## config.mk

```make
export PLATFORM = sky130hd
export DESIGN_NAME = pwm_duty_sched
export DESIGN_NICKNAME = d
export VERILOG_FILES = /design/src/rtl/pwm_duty_sched.sv
export SDC_FILE = /design/constraint.sdc
export NUM_CORES = 1
export LEC_CHECK = 0
export ABC_AREA = 1
export CORE_AREA = 4 4 76 60
export CTS_CLUSTER_DIAMETER = 60
export DETAILED_ROUTE_END_ITERATION = 6
export DIE_AREA = 0 0 80 64
export MAX_ROUTING_LAYER = met4
export SLEW_MARGIN = 20
export SYNTH_ARGS = -nofsm -noshare
export SYNTH_HDL_FRONTEND = slang
export SYNTH_SLANG_ARGS = --single-unit
```

## constraint.sdc

```tcl
create_clock -name clock -period 3.55 [get_ports clock]
set_input_delay 0.355 -clock clock [delete_from_list [all_inputs] [get_ports clock]]
set_output_delay 0.355 -clock clock [all_outputs]
set_load 0.01 [all_outputs]
```

## src/rtl/pwm_duty_sched.sv

```systemverilog
// PWM duty scheduler: request handshake, duty clamping, per-period ramping and fault shutdown.
// Define PWM_DUTY_SCHED_SOFTSTART_EN for stepped ramping; otherwise duty jumps straight to target.
module pwm_duty_sched #(
    parameter int DUTY_MAX = 3500,
    parameter int DUTY_MIN = 150,
    parameter int STEP     = 10
) (
    input  logic        clock,
    input  logic        rst_n,
    input  logic        req_valid,
    input  logic [11:0] req_duty,
    output logic        req_ready,
    input  logic        period_end,
    input  logic        fault,
    input  logic        fault_clr,
    output logic [11:0] duty_out,
    output logic        pwm_en,
    output logic [1:0]  state_o
);

    typedef enum logic [1:0] {
        IDLE  = 2'd0,
        RAMP  = 2'd1,
        RUN   = 2'd2,
        FAULT = 2'd3
    } state_t;

`ifdef PWM_DUTY_SCHED_SOFTSTART_EN
    localparam bit SOFTSTART = 1'b1;
`else
    localparam bit SOFTSTART = 1'b0;
`endif

    // Without soft-start the step limit exceeds any possible distance, so duty lands on target at once.
    localparam logic [12:0] STEP_W = SOFTSTART ? 13'(STEP) : 13'h1FFF;
    localparam logic [11:0] MAX_W  = 12'(DUTY_MAX);
    localparam logic [11:0] MIN_W  = 12'(DUTY_MIN);

    state_t      state_r, state_s;
    logic [11:0] duty_r, duty_s;
    logic [11:0] target_r, target_s;
    logic        en_r, en_s;
    logic        pending_r, pending_s;
    logic        ready_r, ready_s;
    logic        accept_s;
    logic [11:0] clamp_s;
    logic [11:0] diff_s;
    logic [11:0] stepped_s;

    assign accept_s = req_valid && ready_r;

    // Clamp a nonzero request into the legal duty window; zero stays zero.
    always_comb begin
        clamp_s = req_duty;
        if (req_duty == 12'd0) begin
            clamp_s = 12'd0;
        end else if (req_duty < MIN_W) begin
            clamp_s = MIN_W;
        end else if (req_duty > MAX_W) begin
            clamp_s = MAX_W;
        end else begin
            clamp_s = req_duty;
        end
    end

    // Duty value after one period update: move toward target by at most STEP_W, never past it.
    always_comb begin
        diff_s    = (target_r > duty_r) ? (target_r - duty_r) : (duty_r - target_r);
        stepped_s = target_r;
        if ({1'b0, diff_s} > STEP_W) begin
            stepped_s = (target_r > duty_r) ? (duty_r + STEP_W[11:0]) : (duty_r - STEP_W[11:0]);
        end else begin
            stepped_s = target_r;
        end
    end

    // Next-state logic; fault overrides everything, including a same-cycle accept or period_end.
    always_comb begin
        state_s   = state_r;
        duty_s    = duty_r;
        en_s      = en_r;
        target_s  = target_r;
        pending_s = pending_r;
        if (fault) begin
            state_s   = FAULT;
            duty_s    = 12'd0;
            en_s      = 1'b0;
            target_s  = 12'd0;
            pending_s = 1'b0;
        end else begin
            case (state_r)
                FAULT: begin
                    if (fault_clr) begin
                        state_s = IDLE;
                    end else begin
                        state_s = FAULT;
                    end
                end
                IDLE, RAMP, RUN: begin
                    if (period_end) begin
                        duty_s    = stepped_s;
                        pending_s = 1'b0;
                        if (stepped_s != target_r) begin
                            state_s = RAMP;
                            en_s    = 1'b1;
                        end else if (target_r == 12'd0) begin
                            state_s = IDLE;
                            en_s    = 1'b0;
                        end else begin
                            state_s = RUN;
                            en_s    = 1'b1;
                        end
                    end else begin
                        duty_s = duty_r;
                    end
                    // The period update above used the old target; a new one applies from the next period_end.
                    if (accept_s) begin
                        target_s  = clamp_s;
                        pending_s = 1'b1;
                    end else begin
                        target_s = target_r;
                    end
                end
                default: begin
                    state_s   = IDLE;
                    duty_s    = 12'd0;
                    en_s      = 1'b0;
                    target_s  = 12'd0;
                    pending_s = 1'b0;
                end
            endcase
        end
        ready_s = (state_s != FAULT) && !pending_s;
    end

    // State and output registers.
    always_ff @(posedge clock or negedge rst_n) begin
        if (!rst_n) begin
            state_r   <= IDLE;
            duty_r    <= 12'd0;
            en_r      <= 1'b0;
            target_r  <= 12'd0;
            pending_r <= 1'b0;
            ready_r   <= 1'b1;
        end else begin
            state_r   <= state_s;
            duty_r    <= duty_s;
            en_r      <= en_s;
            target_r  <= target_s;
            pending_r <= pending_s;
            ready_r   <= ready_s;
        end
    end

    assign req_ready = ready_r;
    assign duty_out  = duty_r;
    assign pwm_en    = en_r;
    assign state_o   = state_r;

endmodule

```

# Word level (Yosys, flattened, before mapping)
# Cells that the tools add are included.
# totals
input_bits,18
ff_bits,29
output_inout_bits,16
# op_classes
n_lt_le_gt_ge,2
reduce_logical,12
muxes,22
eq_ne,4
# ops
operator,n
$mux W12,9
$logic_not A12 Y1,2
$gt A12 B12 Y1 const B,1
$lt A12 B8 Y1 const B,1
$mux W1,8
$mux W2,4
$reduce_bool A2 Y1,3
$eq A2 B2 Y1 const B,2
$pmux W2 S2,1
$reduce_and A2 Y1,2
$reduce_or A3 Y1,1
$eq A2 B1 Y1 const B,1
$logic_and A1 B1 Y1,2
$logic_not A2 Y1,1
$ne A2 B2 Y1 const B,1
$logic_not A1 Y1,1

# Longest topological paths before layout
# depth
word_depth,7
depth_mapped,10
ltp_nobuf,10

# Worst setup path after synthesis
# Ideal clock, no wire load.
# synth_path
path_type,register to register
from,register ready_r (netlist: req_ready)
to,register target_r[0] (netlist: stepped_s[0])
arrival_ps,1115
required_ps,3485
n_path_buf,0
setup_slack_ps,2370
setup_time_ps,65
synth_period_minus_slack_ps,1180
stages_incl_launch_ff,7
cell_sequence,dfstp_2 nand3_1 nor2_2 nand2_2 nor2_4 nand3_1 nand2_1
# synth_via
elab_chain_len,3
# synth_rtl
item,line_no,text
start: declaration,44,"logic ready_r, ready_s;"
start signal: assignment,151,ready_r <= ready_s;
$logic_and A1 B1 Y1,50,assign accept_s = req_valid && ready_r;
$reduce_bool A2 Y1 (no source line),-,
$reduce_and A2 Y1 (no source line),-,
end signal: assignment,149,target_r <= target_s;
end: declaration,41,"logic [11:0] target_r, target_s;"
# Every way passes these cells.
# A chain may end at the register's enable or synchronous reset.

# Worst setup path in the final report
# layout_path
from,register ready_r (netlist: req_ready)
to,output req_ready
# layout_rtl
item,line_no,text
end: declaration,12,"output logic req_ready,"
# No word-level cell between the ends.

==> summary.txt <==
Clock tree
  • Worst-skew pair later-pin latency: 280 ps
  • Sink Count: 29
  • Postcts setup bufs: 0
  • Root Driver: clkbuf_8
  • Htree depth: 2
  • Worst-path clk slew: about 60 ps
  • TritonCTS clock tree: done
  • Max clock buf depth: 2
  • CTS buffer count: 5
  • Hold_buf cts: 0
  • Gates resized, CTS repair: 0

Timing
  • Least-Margin Pin Slew: between 500 and 600 ps
  • Hold Fails Final Rpt: 0
  • RSZ-0062 raised after global routing: no
  • Period utilization: 0.479
  • Setup violations, final: 0
  • Post-Route Skew: 3.37 ps
  • Setup ws final: roughly 1800 ps
  • Sum Neg Setup Slack: 0 ps
  • Crit path time final: 1700 ps
  • Worst relative slew slack: 0.608
  • Slew Limit Fails: 0
  • Fmax: 588 MHz

Floorplanning
  • # IOs: 34
  • Die Height: 64 um
  • Initial Util: 0.369
  • Die area: 0.00512 mm^2
  • Die width: 80 um
  • Rows: 20
  • Core ar.: 0.00390 mm^2

Power
  • Switch Pwr: a little under 200 uW
  • Switch share: 0.268
  • Flop pwr share: 0.480
  • LEAKAGE: 0.000913 uW
  • Logic pwr share: 0.177
  • Pwr dens: 386 mW/mm^2
  • Internal power: approximately 540 uW
  • Clock network power share: 0.343
  • Peak supply drop: 0.210 mV
  • Total power: 740 uW

Setup path
  • Worst reg2reg path depth: 5
  • CP peak stage delay: 540 ps
  • Crit-path cells: clkdlybuf4s50_1
  • Crit path max-delay family: flip-flops
  • Crit. Startpoint: req_ready
  • Worst Path Arrival: 1350 ps
  • Slowest cell on crit path: dfstp_2
  • Critical path class: reg -> out
  • Crit path launch type: flip-flop
  • R2R Setup Slk: 2170 ps
  • Worst R2R Start: state_o[1]
  • Worst Path Required: 3190 ps
  • Critical R2R Capture: req_ready
  • WP buf/inv: 1
  • CP max FO: 2
  • Element type at the critical path end: output port

Synthesis
  • Seq/Total Area, Yosys: 0.505
  • Avg Inst Size Synth: approximately 8 um^2
  • Main synth FF type: dfrtp_1
  • Synth top area share: 0.487
  • Synthesized area: ~0.0014 mm^2
  • YS warnings: 0
  • Cells after Synth: 182
  • Synth area leader: dfrtp_1
  • Post-synth EDFFs: 0
  • Post-synth top cells: nand2_1 (42), inv_1 (38), dfrtp_1 (28), o22ai_1 (16), nand3_1 (11)
  • Syn Nets: 200
  • Largest cells by area after synthesis: dfrtp_1 (49%), nand2_1 (11%), inv_1 (9.9%)
  • Synth async-reset ratio: 1.00
  • Register bit total from synthesis: 29
  • Synth unique cells: 21
  • Most frequent cell after synthesis: nand2_1

GRT
  • Antenna violations before repair: 0
  • GRT Overall Usage: 0.141
  • Largest net degree at the start of global routing: 30
  • Wire length of the first global-routing pass: 5.45 mm
  • Overflow after GRT: 0
  • Vias in the first global route: 1212

Detailed routing
  • DRC Markers: 0
  • DR iter-0 viols: 60
  • Post-DRT Antenna Nets: 0
  • DR vias: 1243
  • Routed WL: roughly 3.1 mm
  • DR pass1 iterations: 4
  • Wire length per cell: 11.3 um
  • Vias per inst: about 4.5

Placed design
  • Setup WS pre-CTS: between 1500 and 2000 ps
  • Port buffer count: 33
  • Area of placed instances: roughly 0.0018 mm^2
  • Post-detail-place hpwl: 2.48 mm
  • GPL Wtd Cong: 0.852

Finish
  • Fillers: ~420
  • Share of layout cells above drive strength 1: 0.140
  • Final Cell Area: between 0.0015 and 0.002 mm^2
  • N_diodes: 0
  • Area grow syn2layout: 33.1%
  • Nets: 239

Status
  • Run status: completed

Hold path
  • HP Class: in -> async

Job
  • Max Cap Violations: 0
## per-layer routing
layer	GRT usage	vias up	share of wire
li1	-	645	-
met1	0.193	563	0.50
met2	0.199	30	0.42
met3	0.0380	5	0.062
met4	0.0506	0	0.013
met5	-	-	0
## flip-flops by register name (all words and copies together), names as in the netlist
| name | cells |
|---|---|
| pending_r | 1 |
| stepped_s | 12 |
| duty_out | 12 |
| pwm_en | 1 |
| req_ready | 1 |
| state_o | 2 |
## logic make-up (layout without fill, tap and decap cells)
family,after synthesis,in the layout,share of synthesized area
AO/OA/AOI/OAI,24,24,0.103
flip-flops,29,29,0.505
buffers and inverters,50,90,0.132
AND/OR/NAND/NOR,79,79,0.260
## layout make-up
| class | count | area [um^2] | share of cell area |
|---|---|---|---|
| tap | 55 | 68.8 | 0.0359 |
| multi-input combinational | 103 | 522 | 0.272 |
| inverter | 48 | 180 | 0.0941 |
| sequential | 29 | 727 | 0.379 |
| timing repair buffer | 34 | 338 | 0.176 |
| clock buffer | 8 | 80.1 | 0.0418 |
## metrics by stage
step           hold slack (ps)  instances   util
3_3_place_gp               468        269  0.470
5_1_grt                    503        277  0.491
2_1_floorplan             59.4        182      -
6_report                   461        277  0.491
4_1_cts                    476        277  0.491
3_5_place_dp               467        269  0.470
## cell usage in the layout, fill, tap and decap left out, drive strengths merged
| master | count |
|---|---|
| nand2 | 48 |
| inv | 48 |
| clkbuf | 8 |
| a21oi | 1 |
| clkdlybuf4s50 | 33 |
| nor2 | 13 |
| o21ai | 7 |
| buf | 1 |
| nand4 | 4 |
| dfstp | 1 |
| dfrtp | 28 |
| nor3 | 2 |
| o22ai | 16 |
| nand3 | 12 |
## worst max-delay path by stage
stage / depth (start not counted) / end
after floorplan: 6 / stepped_s[0]
after global placement: 7 / stepped_s[3]
after detailed placement: 5 / req_ready
after CTS: 1 / req_ready
after global routing: 1 / req_ready
final: 1 / req_ready
## power groups by stage
stage / combinational, uW / clock (uW) / sequential (uW)
4_1_cts: 132 / 258 / 355
6_report: 131 / 254 / 355
3_3_place_gp: 131 / 0 / 361
5_1_grt: 148 / 274 / 357
2_1_floorplan: 66.7 / 0 / 364
3_5_place_dp: 132 / 0 / 361
Note: power is estimated with default switching activity, not from simulation.
